<file path="src/rtl/tt_cell_host_ctrl.sv">
// tt_cell_host_ctrl: host-side serial master for the cell macro control pads.
// Turns one parallel request into a framed hclk/hsig transaction and, for
// reads, turns the bus around and shifts in the data the cell returns.
//
// state | meaning
// ------+--------------------------------------------------------------
// IDLE  | no frame; hclk parked low, hsig driven low, ready for a request
// HDR   | shifting out START, RW and ADDR
// WR    | shifting out WDATA
// TA    | turnaround, hsig released, nothing sampled
// RD    | hsig released, one data bit sampled per period
// STOP  | hsig reclaimed and driven low for one period, then done
module tt_cell_host_ctrl #(
  parameter int ADDR_W  = 6,
  parameter int DATA_W  = 16,
  parameter int CLK_DIV = 4,
  parameter int TA_CYC  = 1
) (
  input  logic              clk,
  input  logic              rst,
  input  logic              req_valid,
  output logic              req_ready,
  input  logic              req_write,
  input  logic [ADDR_W-1:0] req_addr,
  input  logic [DATA_W-1:0] req_wdata,
  output logic              done,
  output logic [DATA_W-1:0] rsp_rdata,
  output logic              busy,
  output logic              hclk_o,
  output logic              hsig_o,
  output logic              hsig_oe,
  input  logic              hsig_i
);

  localparam int HDR_BITS = 2 + ADDR_W;
  localparam int MAX_BITS = (HDR_BITS > DATA_W) ? HDR_BITS : DATA_W;
  localparam int BCW      = $clog2(MAX_BITS) + 1;
  localparam int DIVW     = $clog2(CLK_DIV) + 1;
  // START is emitted directly on accept, so only RW/ADDR/WDATA are held here
  localparam int TXW      = 1 + ADDR_W + DATA_W;

  localparam logic [DIVW-1:0] DIV_LAST  = DIVW'(CLK_DIV - 1);
  localparam logic [BCW-1:0]  HDR_LAST  = BCW'(HDR_BITS - 1);
  localparam logic [BCW-1:0]  DATA_LAST = BCW'(DATA_W - 1);
  localparam logic [BCW-1:0]  TA_LAST   = BCW'(TA_CYC - 1);

  typedef enum logic [2:0] {
    S_IDLE,
    S_HDR,
    S_WR,
    S_TA,
    S_RD,
    S_STOP
  } state_t;

  state_t            state_q, state_d;
  logic              phase_hi_q, phase_hi_d;
  logic [DIVW-1:0]   div_q, div_d;
  logic [BCW-1:0]    bit_q, bit_d;
  logic [TXW-1:0]    tx_q, tx_d;
  logic              wr_q, wr_d;
  logic [DATA_W-1:0] rx_q, rx_d;
  logic [DATA_W-1:0] rsp_q, rsp_d;
  logic              done_q, done_d;
  logic              hclk_q, hclk_d;
  logic              hsig_q, hsig_d;
  logic              oe_q, oe_d;
  logic [1:0]        sync_q;

  // hsig_i is asynchronous to clk; two flops before anything looks at it
  always_ff @(posedge clk or posedge rst) begin
    if (rst) sync_q <= 2'b00;
    else     sync_q <= {sync_q[0], hsig_i};
  end

  // Sequencer registers; every pad-facing output comes straight from a flop
  always_ff @(posedge clk or posedge rst) begin
    if (rst) begin
      state_q    <= S_IDLE;
      phase_hi_q <= 1'b0;
      div_q      <= '0;
      bit_q      <= '0;
      tx_q       <= '0;
      wr_q       <= 1'b0;
      rx_q       <= '0;
      rsp_q      <= '0;
      done_q     <= 1'b0;
      hclk_q     <= 1'b0;
      hsig_q     <= 1'b0;
      oe_q       <= 1'b1;
    end else begin
      state_q    <= state_d;
      phase_hi_q <= phase_hi_d;
      div_q      <= div_d;
      bit_q      <= bit_d;
      tx_q       <= tx_d;
      wr_q       <= wr_d;
      rx_q       <= rx_d;
      rsp_q      <= rsp_d;
      done_q     <= done_d;
      hclk_q     <= hclk_d;
      hsig_q     <= hsig_d;
      oe_q       <= oe_d;
    end
  end

  // Next-state: phase timer, bit counter, frame sequencing and pad values
  always_comb begin
    state_d    = state_q;
    phase_hi_d = phase_hi_q;
    div_d      = div_q;
    bit_d      = bit_q;
    tx_d       = tx_q;
    wr_d       = wr_q;
    rx_d       = rx_q;
    rsp_d      = rsp_q;
    done_d     = 1'b0;
    hclk_d     = hclk_q;
    hsig_d     = hsig_q;
    oe_d       = oe_q;

    if (state_q == S_IDLE) begin
      hclk_d = 1'b0;
      hsig_d = 1'b0;
      oe_d   = 1'b1;
      if (req_valid) begin
        // first low phase starts next cycle with START already on hsig
        state_d    = S_HDR;
        phase_hi_d = 1'b0;
        div_d      = DIV_LAST;
        bit_d      = HDR_LAST;
        tx_d       = {req_write, req_addr, req_wdata};
        wr_d       = req_write;
        hsig_d     = 1'b1;
      end
    end else if (div_q != '0) begin
      div_d = div_q - 1'b1;
    end else if (!phase_hi_q) begin
      phase_hi_d = 1'b1;
      hclk_d     = 1'b1;
      div_d      = DIV_LAST;
    end else begin
      // last cycle of the high phase: sample, then open the next low phase
      phase_hi_d = 1'b0;
      hclk_d     = 1'b0;
      div_d      = DIV_LAST;
      if (state_q == S_RD) rx_d = {rx_q[DATA_W-2:0], sync_q[1]};

      if (bit_q != '0) begin
        bit_d = bit_q - 1'b1;
        if (state_q == S_HDR || state_q == S_WR) begin
          hsig_d = tx_q[TXW-1];
          tx_d   = tx_q << 1;
        end
      end else begin
        case (state_q)
          S_HDR: begin
            if (wr_q) begin
              state_d = S_WR;
              bit_d   = DATA_LAST;
              hsig_d  = tx_q[TXW-1];
              tx_d    = tx_q << 1;
            end else begin
              // release the line; hsig_o is parked low while not driven
              state_d = S_TA;
              bit_d   = TA_LAST;
              hsig_d  = 1'b0;
              oe_d    = 1'b0;
            end
          end
          S_TA: begin
            state_d = S_RD;
            bit_d   = DATA_LAST;
          end
          S_WR, S_RD: begin
            state_d = S_STOP;
            bit_d   = '0;
            hsig_d  = 1'b0;
            oe_d    = 1'b1;
          end
          S_STOP: begin
            state_d = S_IDLE;
            bit_d   = '0;
            hsig_d  = 1'b0;
            oe_d    = 1'b1;
            done_d  = 1'b1;
            if (!wr_q) rsp_d = rx_q;
          end
          default: begin
            state_d = S_IDLE;
            bit_d   = '0;
            hsig_d  = 1'b0;
            oe_d    = 1'b1;
          end
        endcase
      end
    end
  end

  assign req_ready = (state_q == S_IDLE);
  assign busy      = !req_ready;
  assign done      = done_q;
  assign rsp_rdata = rsp_q;
  assign hclk_o    = hclk_q;
  assign hsig_o    = hsig_q;
  assign hsig_oe   = oe_q;

endmodule

</file>
<file path="config.mk">
export PLATFORM = sky130hd
export DESIGN_NAME = tt_cell_host_ctrl
export DESIGN_NICKNAME = d
export VERILOG_FILES = /design/src/rtl/tt_cell_host_ctrl.sv
export SDC_FILE = /design/constraint.sdc
export NUM_CORES = 1
export LEC_CHECK = 0
export BUFFER_PORTS_ARGS = -buffer_cell sky130_fd_sc_hd__buf_2
export CELL_PAD_IN_SITES_DETAIL_PLACEMENT = 0
export CELL_PAD_IN_SITES_GLOBAL_PLACEMENT = 1
export CORE_MARGIN = 5
export CORE_UTILIZATION = 45
export DETAILED_ROUTE_END_ITERATION = 10
export PLACE_DENSITY = 0.83
export SYNTH_ARGS = -nofsm -noshare
export SYNTH_HDL_FRONTEND = slang
export SYNTH_SLANG_ARGS = --single-unit
</file>
<file path="constraint.sdc">
create_clock -name clk -period 2.68 [get_ports clk]
set_clock_uncertainty 0.1 [all_clocks]
set_input_delay 0.134 -clock clk [delete_from_list [all_inputs] [get_ports clk]]
set_output_delay 0.134 -clock clk [all_outputs]
set_load 0.01 [all_outputs]
</file>
==> impl_metrics.env <==
export IMPL_status="finished clean"
export IMPL_netlist_instances=298
export IMPL_syn_nets=328
export IMPL_final_cell_mix="dfrtp_1 (73), nand2_1 (72), buf_2 (48)"
export IMPL_postLayoutSetupSlackWorst_ps=342
export IMPL_placementRows=31
export IMPL_cts_buffers=9
export IMPL_grt_pass1_vias=2440
export IMPL_grtUsageTotal_pct=14.1
export IMPL_synth_area_per_cell_um2=11.4
export IMPL_htreeDepth=3
export IMPL_setup_viol=0
export IMPL_drc_errors=0
export IMPL_reg2reg_slack_ps=340
export IMPL_reg2reg_depth=6
export IMPL_synth_seq_cells=74
export IMPL_clk_path_buf_depth=2
export IMPL_drt_first_pass_iters=4
export IMPL_cp_data_arrival_time_ps=2470
export IMPL_instances_no_fill=470
export IMPL_path_clk_slew_ps=80
export IMPL_hold_viol=0
export IMPL_antenna_found_initial=0
export IMPL_clock_fmax_ghz=0.428
export IMPL_drive_above_1_share_pct=36.1
export IMPL_grt_max_degree=42
export IMPL_postCtsSetupBuffers=0
export IMPL_maxCapViolations=0
export IMPL_ios=49
export IMPL_yosysSeqAreaShare_pct=54.7
export IMPL_netlist_area_leader_share_pct=54.0
export IMPL_ant_nets=0
export IMPL_die_area_mm2=0.00936
export IMPL_dp_cells=438
export IMPL_powerDensity_mw_per_mm2=747
export IMPL_via_per_inst=5.02
export IMPL_syn_to_final_growth_pct=20.2
export IMPL_dpl_worst_slack_ps=314
export IMPL_layout_commonest_cell="dfrtp_1"
export IMPL_dp_final_hpwl_um=4210
export IMPL_multi_input_area_mm2=0.00141
export IMPL_path_class="flop to flop"
export IMPL_period_minus_slack_ps=2340
export IMPL_cp_end_kind="flop"
export IMPL_start_util_pct=46.4
export IMPL_drt_wl_total_um=6140
export IMPL_start_kind="flop"
export IMPL_r2r_start="div_q[0]"
export IMPL_post_synth_instance_area_mm2=0.00339
export IMPL_nFillCells=666
export IMPL_cts_tree="yes"
export IMPL_die_h_um=96.7
export IMPL_min_to="tx_q[2]"
export IMPL_setup_tns_ps=0
export IMPL_chipWidth_um=96.7
export IMPL_finalCritPeriodShare_pct=87.3
export IMPL_worstPathRequired_ps=2810
export IMPL_max_vdd_ir_drop_mv=0.436
export IMPL_final_nets=396
export IMPL_final_core_util_pct=55.8
export IMPL_regArea_mm2=0.00185
export IMPL_place_gp_congestion=0.738
export IMPL_core_mm2=0.00729
export IMPL_rsz0062_at_grt="no"
export IMPL_drv_slew=0
export IMPL_wire_per_inst_um=13.1
export IMPL_synth_main_ff_cell="dfrtp_1"
export IMPL_worstReg2RegEnd="rsp_rdata[12]"
export IMPL_holdCritPathClass="primary input to flop"
export IMPL_p_leak_nw=2.11
export IMPL_async_flop_share_pct=100
export IMPL_cts_root_buf="clkbuf_8"
export IMPL_drt_iter0_markers=95
export IMPL_synth_top_area_cell="dfrtp_1"
export IMPL_grt_pass1_wl_um=11000
export IMPL_tightest_slew_ps=846
export IMPL_globalRoute_totalOverflow=0
export IMPL_cts_sinks=74
export IMPL_crit_path_max_fanout=16
export IMPL_relSlewSlack_pct=43.6
export IMPL_antennaDiodeCount=0
export IMPL_hold_ws_ps=9.15
export IMPL_io_buffers=48
export IMPL_synth_edff_count=0
export IMPL_clock_latency_ps=350
export IMPL_hold_path_depth=4
export IMPL_synth_distinct_cells=43
export IMPL_vias=2358
export IMPL_synth_warning_count=0
export IMPL_worst_hold_startpoint="req_wdata[2]"
export IMPL_post_synth_main_area_contributors="dfrtp_1 (54%), mux2_2 (15%), nand2_1 (8.0%)"
-- how the worst max path moves through the flow --
stage | startpoint | to | cells past startpoint
final | div_q[0] | rsp_rdata[12] | 6
after global routing | div_q[0] | rsp_rdata[12] | 6
after CTS | div_q[0] | rsp_rdata[12] | 6
after detailed placement | div_q[0] | rsp_rdata[12] | 6
after global placement | div_q[0] | rsp_rdata[15] | 6
after floorplan | bit_q[0] | rsp_rdata[0] | 8
-- synthesized netlist by cell type, drive strengths merged (2+ instances only) --
library cell,number
clkbuf,5
nand4,2
ha,3
mux2,55
nand3,5
and3,2
a21oi,11
or2,2
nor3,4
nand2b,2
dfrtp,73
buf,9
a311o,2
or4b,2
o21ai,10
nor2,12
inv,9
a22o,2
o31ai,3
nand2,72
o22a,2
-- registers in the layout (all words and copies together), names as in the netlist --
name and count:
div_q 3, done 1, bit_q 5, sync_q 2
hclk_o 1, state_q 3, hsig_o 1, wr_q 1
rsp_rdata 16, hsig_oe 1, tx_q 23, rx_q 16
phase_hi_q 1
-- report_power, final --
group | internal (mW) | switching [mW]
Combinational | 0.379 | 0.330
Clock | 0.432 | 0.415
Sequential | 1.34 | 0.145
-- area by class of cell --
type / count / share of cell area, %
timing repair buffer: 71 / 11.1
clock inverter: 6 / 1.60
multi-input combinational: 201 / 34.7
tap: 99 / 3.04
inverter: 9 / 0.830
clock buffer: 10 / 3.14
sequential: 74 / 45.5
-- what timing repair did --
action	CTS	global route
hold buffers	16	0
resized for setup	0	0
endpoints found under the hold margin	88	0
endpoints found under the setup margin	0	0
-- layer usage --
| layer | vias up | track usage (%) | part of all wire, % |
|---|---|---|---|
| met1 | 1155 | 16.6 | 45 |
| met2 | 51 | 24.1 | 49 |
| li1 | 1147 | - | - |
| met5 | - | 0 | 0 |
| met4 | 0 | 4.21 | 0.41 |
| met3 | 5 | 5.11 | 5.3 |
-- cell families (layout without fill, tap and decap cells) --
group                      count (synthesis)  after routing  synth area share, %
and+or+nand+nor                          109            109                 14.7
DFF                                       74             74                 54.7
muxes                                     55             55                 19.4
AOI/OAI and AO/OA                         33             33                 6.17
buffers and inverters                     23             96                 3.55
adders and majority gates                  4              4                 1.40
-- worst max-delay path: stages, from the launching register on --
cell	delay [ps]
dfrtp_1	360
inv_1	70
ha_1	230
and3b_1	240
nand4_1	130
or2_1	670
mux2_2	420
-- metrics by stage --
stage	power, mW	cell area, um^2
detailed placement	2.21	3720
floorplan	2.04	3390
CTS	3.09	4070
global placement	2.18	3720
finish	3.04	4070
global route	3.25	4070
(Power assumes the default switching activity.)
